`src/rtl/alu_ctrl_pkg.sv`:
```
// alu_ctrl_pkg: shared constants and decode helper for the ALU decode stage.
// Holds the ALU operation codes, the main-decoder alu_op classes, the R-type
// opcode, the default alu_ctrl width and the combinational decode function.
// The M-extension decode path is selected by the caller through m_en, so the
// RV_M_EXT_EN macro is only interpreted by the top level.
package alu_ctrl_pkg;

  localparam int CTRL_W_DEF = 5;

  localparam logic [6:0] OP_RTYPE = 7'b0110011;
  localparam logic [6:0] F7_MEXT  = 7'b0000001;

  typedef enum logic [1:0] {
    AOP_ADD  = 2'b00,
    AOP_SUB  = 2'b01,
    AOP_FUNC = 2'b10,
    AOP_RSVD = 2'b11
  } alu_op_e;

  typedef enum logic [4:0] {
    ALU_ADD    = 5'd0,
    ALU_SUB    = 5'd1,
    ALU_AND    = 5'd2,
    ALU_OR     = 5'd3,
    ALU_XOR    = 5'd4,
    ALU_SLT    = 5'd5,
    ALU_SLTU   = 5'd6,
    ALU_SLL    = 5'd7,
    ALU_SRL    = 5'd8,
    ALU_SRA    = 5'd9,
    ALU_MUL    = 5'd10,
    ALU_MULH   = 5'd11,
    ALU_MULHSU = 5'd12,
    ALU_MULHU  = 5'd13,
    ALU_DIV    = 5'd14,
    ALU_DIVU   = 5'd15,
    ALU_REM    = 5'd16,
    ALU_REMU   = 5'd17
  } alu_code_e;

  typedef struct packed {
    alu_code_e code;
    logic      illegal;
    logic      is_div;   // DIV/DIVU/REM/REMU: multi-cycle
  } dec_t;

  function automatic dec_t decode(input logic [1:0] alu_op,
                                  input logic [6:0] op,
                                  input logic [2:0] func3,
                                  input logic [6:0] func7,
                                  input logic       m_en);
    dec_t d;
    d.code    = ALU_ADD;
    d.illegal = 1'b0;
    d.is_div  = 1'b0;
    case (alu_op)
      AOP_ADD:  d.code = ALU_ADD;
      AOP_SUB:  d.code = ALU_SUB;
      AOP_RSVD: d.illegal = 1'b1;
      default: begin
        if (op == OP_RTYPE && func7 == F7_MEXT) begin
          if (m_en) begin
            // M ops are contiguous from MUL in funct3 order; funct3[2] marks div/rem
            d.code   = alu_code_e'(5'd10 + {2'b00, func3});
            d.is_div = func3[2];
          end else begin
            d.illegal = 1'b1;
          end
        end else begin
          case (func3)
            3'b000:  d.code = (op[5] & func7[5]) ? ALU_SUB : ALU_ADD;
            3'b001:  d.code = ALU_SLL;
            3'b010:  d.code = ALU_SLT;
            3'b011:  d.code = ALU_SLTU;
            3'b100:  d.code = ALU_XOR;
            3'b101:  d.code = func7[5] ? ALU_SRA : ALU_SRL;
            3'b110:  d.code = ALU_OR;
            default: d.code = ALU_AND;
          endcase
        end
      end
    endcase
    return d;
  endfunction

endpackage

```
`src/rtl/alu_div_timer.sv`:
```
// alu_div_timer: occupancy counter for a multi-cycle divide/remainder op.
// Ports: clk, rst (sync active-low), load (start op), flush (abandon op),
// busy (counter non-zero), done (last busy cycle; result valid next cycle).
module alu_div_timer #(
  parameter int DIV_CYCLES = 32
) (
  input  logic clk,
  input  logic rst,
  input  logic load,
  input  logic flush,
  output logic busy,
  output logic done
);

  logic [7:0] cnt;

  always_ff @(posedge clk) begin
    if (!rst || flush)   cnt <= 8'd0;
    else if (load)       cnt <= 8'(DIV_CYCLES);
    else if (cnt != 8'd0) cnt <= cnt - 8'd1;
  end

  assign busy = (cnt != 8'd0);
  assign done = (cnt == 8'd1);

endmodule

```
`src/rtl/alu_decode_stage.sv`:
```
// alu_decode_stage: one-slot registered ALU control decode stage.
// Decodes op/func3/func7/alu_op into alu_ctrl + illegal with a valid/ready
// handshake on both sides. Divide/remainder ops hold the slot for
// DIV_CYCLES cycles (busy high) before presenting their output.
// Ports: clk, rst (sync active-low), flush, in_valid/in_ready, op, func3,
// func7, alu_op, out_valid/out_ready, alu_ctrl, illegal, busy.
// Config macro: RV_M_EXT_EN enables M-extension decode and the divide timer;
// without it M-encoded R-type ops decode as illegal ADD and busy is tied 0.
module alu_decode_stage
  import alu_ctrl_pkg::*;
#(
  parameter int CTRL_W     = CTRL_W_DEF,
  parameter int DIV_CYCLES = 32
) (
  input  logic              clk,
  input  logic              rst,
  input  logic              flush,
  input  logic              in_valid,
  output logic              in_ready,
  input  logic [6:0]        op,
  input  logic [2:0]        func3,
  input  logic [6:0]        func7,
  input  logic [1:0]        alu_op,
  output logic              out_valid,
  input  logic              out_ready,
  output logic [CTRL_W-1:0] alu_ctrl,
  output logic              illegal,
  output logic              busy
);

`ifdef RV_M_EXT_EN
  localparam logic M_EN = 1'b1;
`else
  localparam logic M_EN = 1'b0;
`endif

  dec_t dec;
  logic accept;
  logic div_done;

  assign dec      = decode(alu_op, op, func3, func7, M_EN);
  // rst term keeps the stage closed while reset is held
  assign in_ready = rst & (!out_valid | out_ready) & !busy & !flush;
  assign accept   = in_valid & in_ready;

`ifdef RV_M_EXT_EN
  alu_div_timer #(.DIV_CYCLES(DIV_CYCLES)) u_div_timer (
    .clk   (clk),
    .rst   (rst),
    .load  (accept & dec.is_div),
    .flush (flush),
    .busy  (busy),
    .done  (div_done)
  );
`else
  assign busy     = 1'b0;
  assign div_done = 1'b0;
`endif

  always_ff @(posedge clk) begin
    if (!rst) begin
      out_valid <= 1'b0;
      alu_ctrl  <= CTRL_W'(ALU_ADD);
      illegal   <= 1'b0;
    end else if (flush) begin
      out_valid <= 1'b0;
    end else if (accept) begin
      // result registers load at accept; a divide only withholds out_valid
      alu_ctrl  <= CTRL_W'(dec.code);
      illegal   <= dec.illegal;
      out_valid <= !dec.is_div;
    end else if (div_done) begin
      out_valid <= 1'b1;
    end else if (out_ready) begin
      out_valid <= 1'b0;
    end
  end

endmodule
```
`config.mk`:
```
export PLATFORM = sky130hd
export DESIGN_NAME = alu_decode_stage
export DESIGN_NICKNAME = d
export VERILOG_FILES = /design/src/rtl/alu_ctrl_pkg.sv /design/src/rtl/alu_div_timer.sv /design/src/rtl/alu_decode_stage.sv
export SDC_FILE = /design/constraint.sdc
export NUM_CORES = 1
export LEC_CHECK = 0
export CELL_PAD_IN_SITES_DETAIL_PLACEMENT = 1
export CELL_PAD_IN_SITES_GLOBAL_PLACEMENT = 1
export CORE_MARGIN = 4
export CORE_UTILIZATION = 18
export CTS_CLUSTER_DIAMETER = 40
export DETAILED_ROUTE_END_ITERATION = 6
export GPL_TIMING_DRIVEN = 0
export PLACE_DENSITY = 0.68
export SLEW_MARGIN = 0
export SYNTH_ARGS = -nofsm -noshare
export SYNTH_HDL_FRONTEND = slang
export SYNTH_SLANG_ARGS = --single-unit
```
`constraint.sdc`:
```
create_clock -name clk -period 1.8 [get_ports clk]
set_input_delay 0.54 -clock clk [delete_from_list [all_inputs] [get_ports clk]]
set_output_delay 0.54 -clock clk [all_outputs]
set_load 0.02 [all_outputs]
```
; ---- Yosys cells after proc, flatten, opt, wreduce, memory -nomap -nowiden
; Index checks and enable logic that the tools add are counted.
[classes]
n_reduce_logical = 10
n_bitwise = 7
n_mux = 9
n_eq_ne = 10
[ops]
columns = op, n
row1 = 4-bit case mux with 7 select lines, 1
row2 = 5-bit case mux with 2 select lines, 1
row3 = 3-bit == test (second input constant), 3
row4 = 7-bit by 1-bit == test with 1-bit output (second input constant), 1
row5 = 7-bit by 6-bit == test with 1-bit output (second input constant), 1
row6 = 3-bit by 2-bit == test with 1-bit output (second input constant), 2
row7 = 2-bit OR reduction, 3
row8 = 1-bit two-way mux, 5
row9 = 5-bit two-way mux, 1
row10 = 1-bit AND, 4
row11 = 3-bit by 1-bit == test with 1-bit output (second input constant), 1
row12 = 3-bit zero test, 1
row13 = 2-bit by 1-bit == test with 1-bit output (second input constant), 1
row14 = 2-bit == test (second input constant), 1
row15 = 1-bit zero test, 2
row16 = 2-bit zero test, 1
row17 = 1-bit inverter, 2
row18 = 1-bit case mux with 2 select lines, 1
row19 = 2-bit AND reduction, 1
row20 = 2-bit nonzero test, 1
row21 = 1-bit logical AND, 1
row22 = 1-bit OR, 1
[word_totals]
word_cells = 39
reg_bits = 7

; ---- Logic depth before layout (Yosys ltp)
[depth]
ltp_word = 6
depth_mapped = 5

; ---- Worst setup path before layout
; OpenSTA, ideal clock, no wires.
[synth_timing]
path_type = input to register
startpoint = in flush
endpoint = reg alu_ctrl[0]
required_ps = 1683
setup_ps = 117
stages = 5
t_arrival_ps = 1631
slack_ps = 52
path_cell_list = nand2b_1 or3b_1 buf_6 mux2_4 a22o_1
[synth_via]
elab_chain_len = 4
[synth_rtl]
columns = item, line
row1 = "start, declared", alu_decode_stage.sv:17  ; input logic flush,
row2 = 1-bit zero test, alu_decode_stage.sv:43  ; assign in_ready = rst & (!out_valid | out_ready) & !busy & !flush;
row3 = 1-bit AND, alu_decode_stage.sv:43
row4 = 1-bit AND, alu_decode_stage.sv:44  ; assign accept = in_valid & in_ready;
row5 = 2-bit AND reduction (no line) (*), --
row6 = "end signal, assigned", alu_decode_stage.sv:63  ; alu_ctrl <= CTRL_W'(ALU_ADD);
row7 = "end signal, assigned", alu_decode_stage.sv:69  ; alu_ctrl <= CTRL_W'(dec.code);
row8 = "end, declared", alu_decode_stage.sv:26  ; output logic [CTRL_W-1:0] alu_ctrl,
; Every way passes the cells marked *; elsewhere a longest branch is shown, timed or not.
; A chain may end at the register's enable or synchronous reset.

; ---- Final worst setup path
; Same ends and word-level chain as after synthesis.

==> flow_summary.ini <==
[synthesis]
synth-seq-area-share = 0.314
syn_inst = 41
yosys_most_used_dff = dfxtp_1
synthDistinctLibCells = 26
postSynthAreaPerCell_sq_um = 9.34
ys_top_cells_by_area = dfxtp_1, nor2b_1, a32o_2, nor2_1, nor3b_4
synth_seq_cells = 6
synth_most_common_cell = dfxtp_1
ys.warnings.count = 0
synth_top_area_cell = dfxtp_1
ys_async_sr_fraction = 0
yosysTopAreaCellShare = 0.314
synth_area_sq_um = 383
synth_edf_count = 0
ys_top_cells_by_count = dfxtp_1, nor2_1, nor2b_1

[clocking]
clk_path_buf_depth = 2
clock_sinks = 6
ctsHtreeMaxLevel = 1
holdBufCountCts = 0
cts_made_buffers = 3
clock_latency_ns = 0.25
cts_tree = done
path_clk_slew_ns = 0.05
cts-root-buf = clkbuf_4

[sta]
finalCritPeriodShare = 0.979
fmax_ghz = 0.567
hold_viol = 0
finalSetupViolations = 0
final_max_slew_viol_count = 0
rsz0062_at_grt = no
finClkSkew_ns = 0.00661
finalCriticalPeriod_ns = 1.76
worst_slack_ns = 0.0370

[grt]
first_global_vias = 426
grt_busiest_layer = met2
grt_antenna_before_repair = 0
met2_usage = 0.157
grt-ovfl-total = 0
use_met1 = 0.0954
grt_util_met3 = 0.0665
grt_max_degree = 8
grt_pass1_wl_mm = 1.90
grt_usage = 0.0949

[job]
drv_cap = 0

[critical_path]
cp-start-kind = primary input
reg2regPathDepth = 5
cp.required_ns = 1.94
arrival_ns = 1.90
worstSetupPathType = primary input to register
critPathMaxFanout = 6
end_kind = register

[worst_hold_path]
hold_depth = 1
timing.hold.worst.class = register to register

[detailed_routing]
drtAntennaViolNets = 0
wire_per_inst_um = 13.4
num_vias = 451
drcViolationCount = 0
postRouteWirelength_mm = 1.38
vias_per_cell = 4.38
drtIter0Drc = 2
first_pass_iters = 3

[floorplanning]
core_sq_mm = 0.00198
start_util = 0.193
die_x_um = 54.1
rows = 16
die-area_sq_mm = 0.00293
ios = 33
die_y_um = 54.1

[placement]
port_buffers = 30
hpwl_mm = 1.11
place.gp.congestion = 0.620
placed_cell_area_sq_um = 721
dp_slack_ns = -0.711

[pwr]
report.power.total_mw = 0.383
combPwrFrac = 0.305
p_int_mw = 0.286
power_density_mw_per_mm2 = 496
pwr-share-seq = 0.362
p_leak_nw = 0.314
power_frac_clock = 0.333
p_sw_mw = 0.0977
vdd_ir_drop_max_mv = 0.264
switching_share = 0.255

[finish]
drive_gt1_frac = 0.250
diodes = 0
areaGrowthSynthToFinish_pct = 102
nets = 102
fin_area_sq_um = 773
fin_util = 0.390

[run_status]
status = finished clean
-- cells by family (layout without fill, tap and decap cells) --
logic type	after synthesis	count (layout)	synth area share
buf+inv	4	38	0.0784
compound gates	7	7	0.163
xor+xnor	1	1	0.0229
other cells	1	2	0.00979
simple gates	19	19	0.317
mux	3	3	0.0948
flops	6	6	0.314
-- power groups by stage --
stage / combinational, mW / sequential, mW / clock [mW]
after floorplan: 0.0381 / 0.146 / 0
after global placement: 0.112 / 0.141 / 0
after detailed placement: 0.114 / 0.141 / 0
after CTS: 0.113 / 0.139 / 0.135
after global routing: 0.126 / 0.139 / 0.138
final: 0.117 / 0.139 / 0.128
-- worst max-delay path: stages --
cell and delay (ns):
dlygate4sd2_1 0.23, nand2b_4 0.14, or3b_1 0.36, buf_6 0.15
mux2_4 0.29, a22o_1 0.19
-- sequential cells by signal, indices dropped and copies added (netlist names) --
register and cells:
alu_ctrl 4, illegal 1, out_valid 1
-- routing by layer --
layer / wire [um] / vias up / part of all wire
met5: 0 / - / 0
met4: 6 / 0 / 0.0043
met3: 226 / 2 / 0.16
met2: 586 / 27 / 0.42
met1: 563 / 201 / 0.41
li1: - / 221 / -
-- what timing repair did --
item	in CTS	in global routing
buffers inserted	0	1
gates resized for setup	12	3
endpoints found under the setup margin	6	4
pin swaps	2	2
-- worst paths after layout --
kind                            slack [ns]                       end                      from
worst max register to register        0.21  alu_ctrl[0]$_SDFFE_PN0P_    out_valid$_SDFFE_PP0P_
worst max-delay path                  0.04  alu_ctrl[0]$_SDFFE_PN0P_                     flush
worst min-delay path                  0.46  alu_ctrl[3]$_SDFFE_PN0P_  alu_ctrl[3]$_SDFFE_PN0P_
worst min register to register        0.46  alu_ctrl[3]$_SDFFE_PN0P_  alu_ctrl[3]$_SDFFE_PN0P_
-- cell usage in the layout (no fill, tap or decap), types with 2 or more instances in the layout --
| master | netlist | routed |
|---|---|---|
| dlygate4sd2_1 | 0 | 3 |
| buf_4 | 2 | 3 |
| nor2b_1 | 4 | 3 |
| nor4_2 | 0 | 2 |
| clkdlybuf4s50_1 | 0 | 25 |
| conb_1 | 1 | 2 |
| clkbuf_4 | 0 | 3 |
| dfxtp_1 | 6 | 6 |
| nor2_1 | 5 | 5 |
| a32o_2 | 2 | 2 |
-- cell type report --
type                       instances  area (sq um)
timing repair buffer              31           300
multi-input combinational         32           267
fill                             219          1210
sequential                         6           120
buffer                             3          26.3
inverter                           1          3.75
clock buffer                       3          22.5
tap                               27          33.8
-- per-stage QoR --
| stage | hold WS [ns] | instances | setup TNS (ns) |
|---|---|---|---|
| global route | 0.496 | 103 | 0 |
| floorplan | 0.548 | 42 | 0 |
| CTS | 0.466 | 102 | 0 |
| global placement | 0.454 | 99 | -2.81 |
| finish | 0.460 | 103 | 0 |
| detailed placement | 0.456 | 99 | -2.92 |
Power figures use the tool's default switching activity.
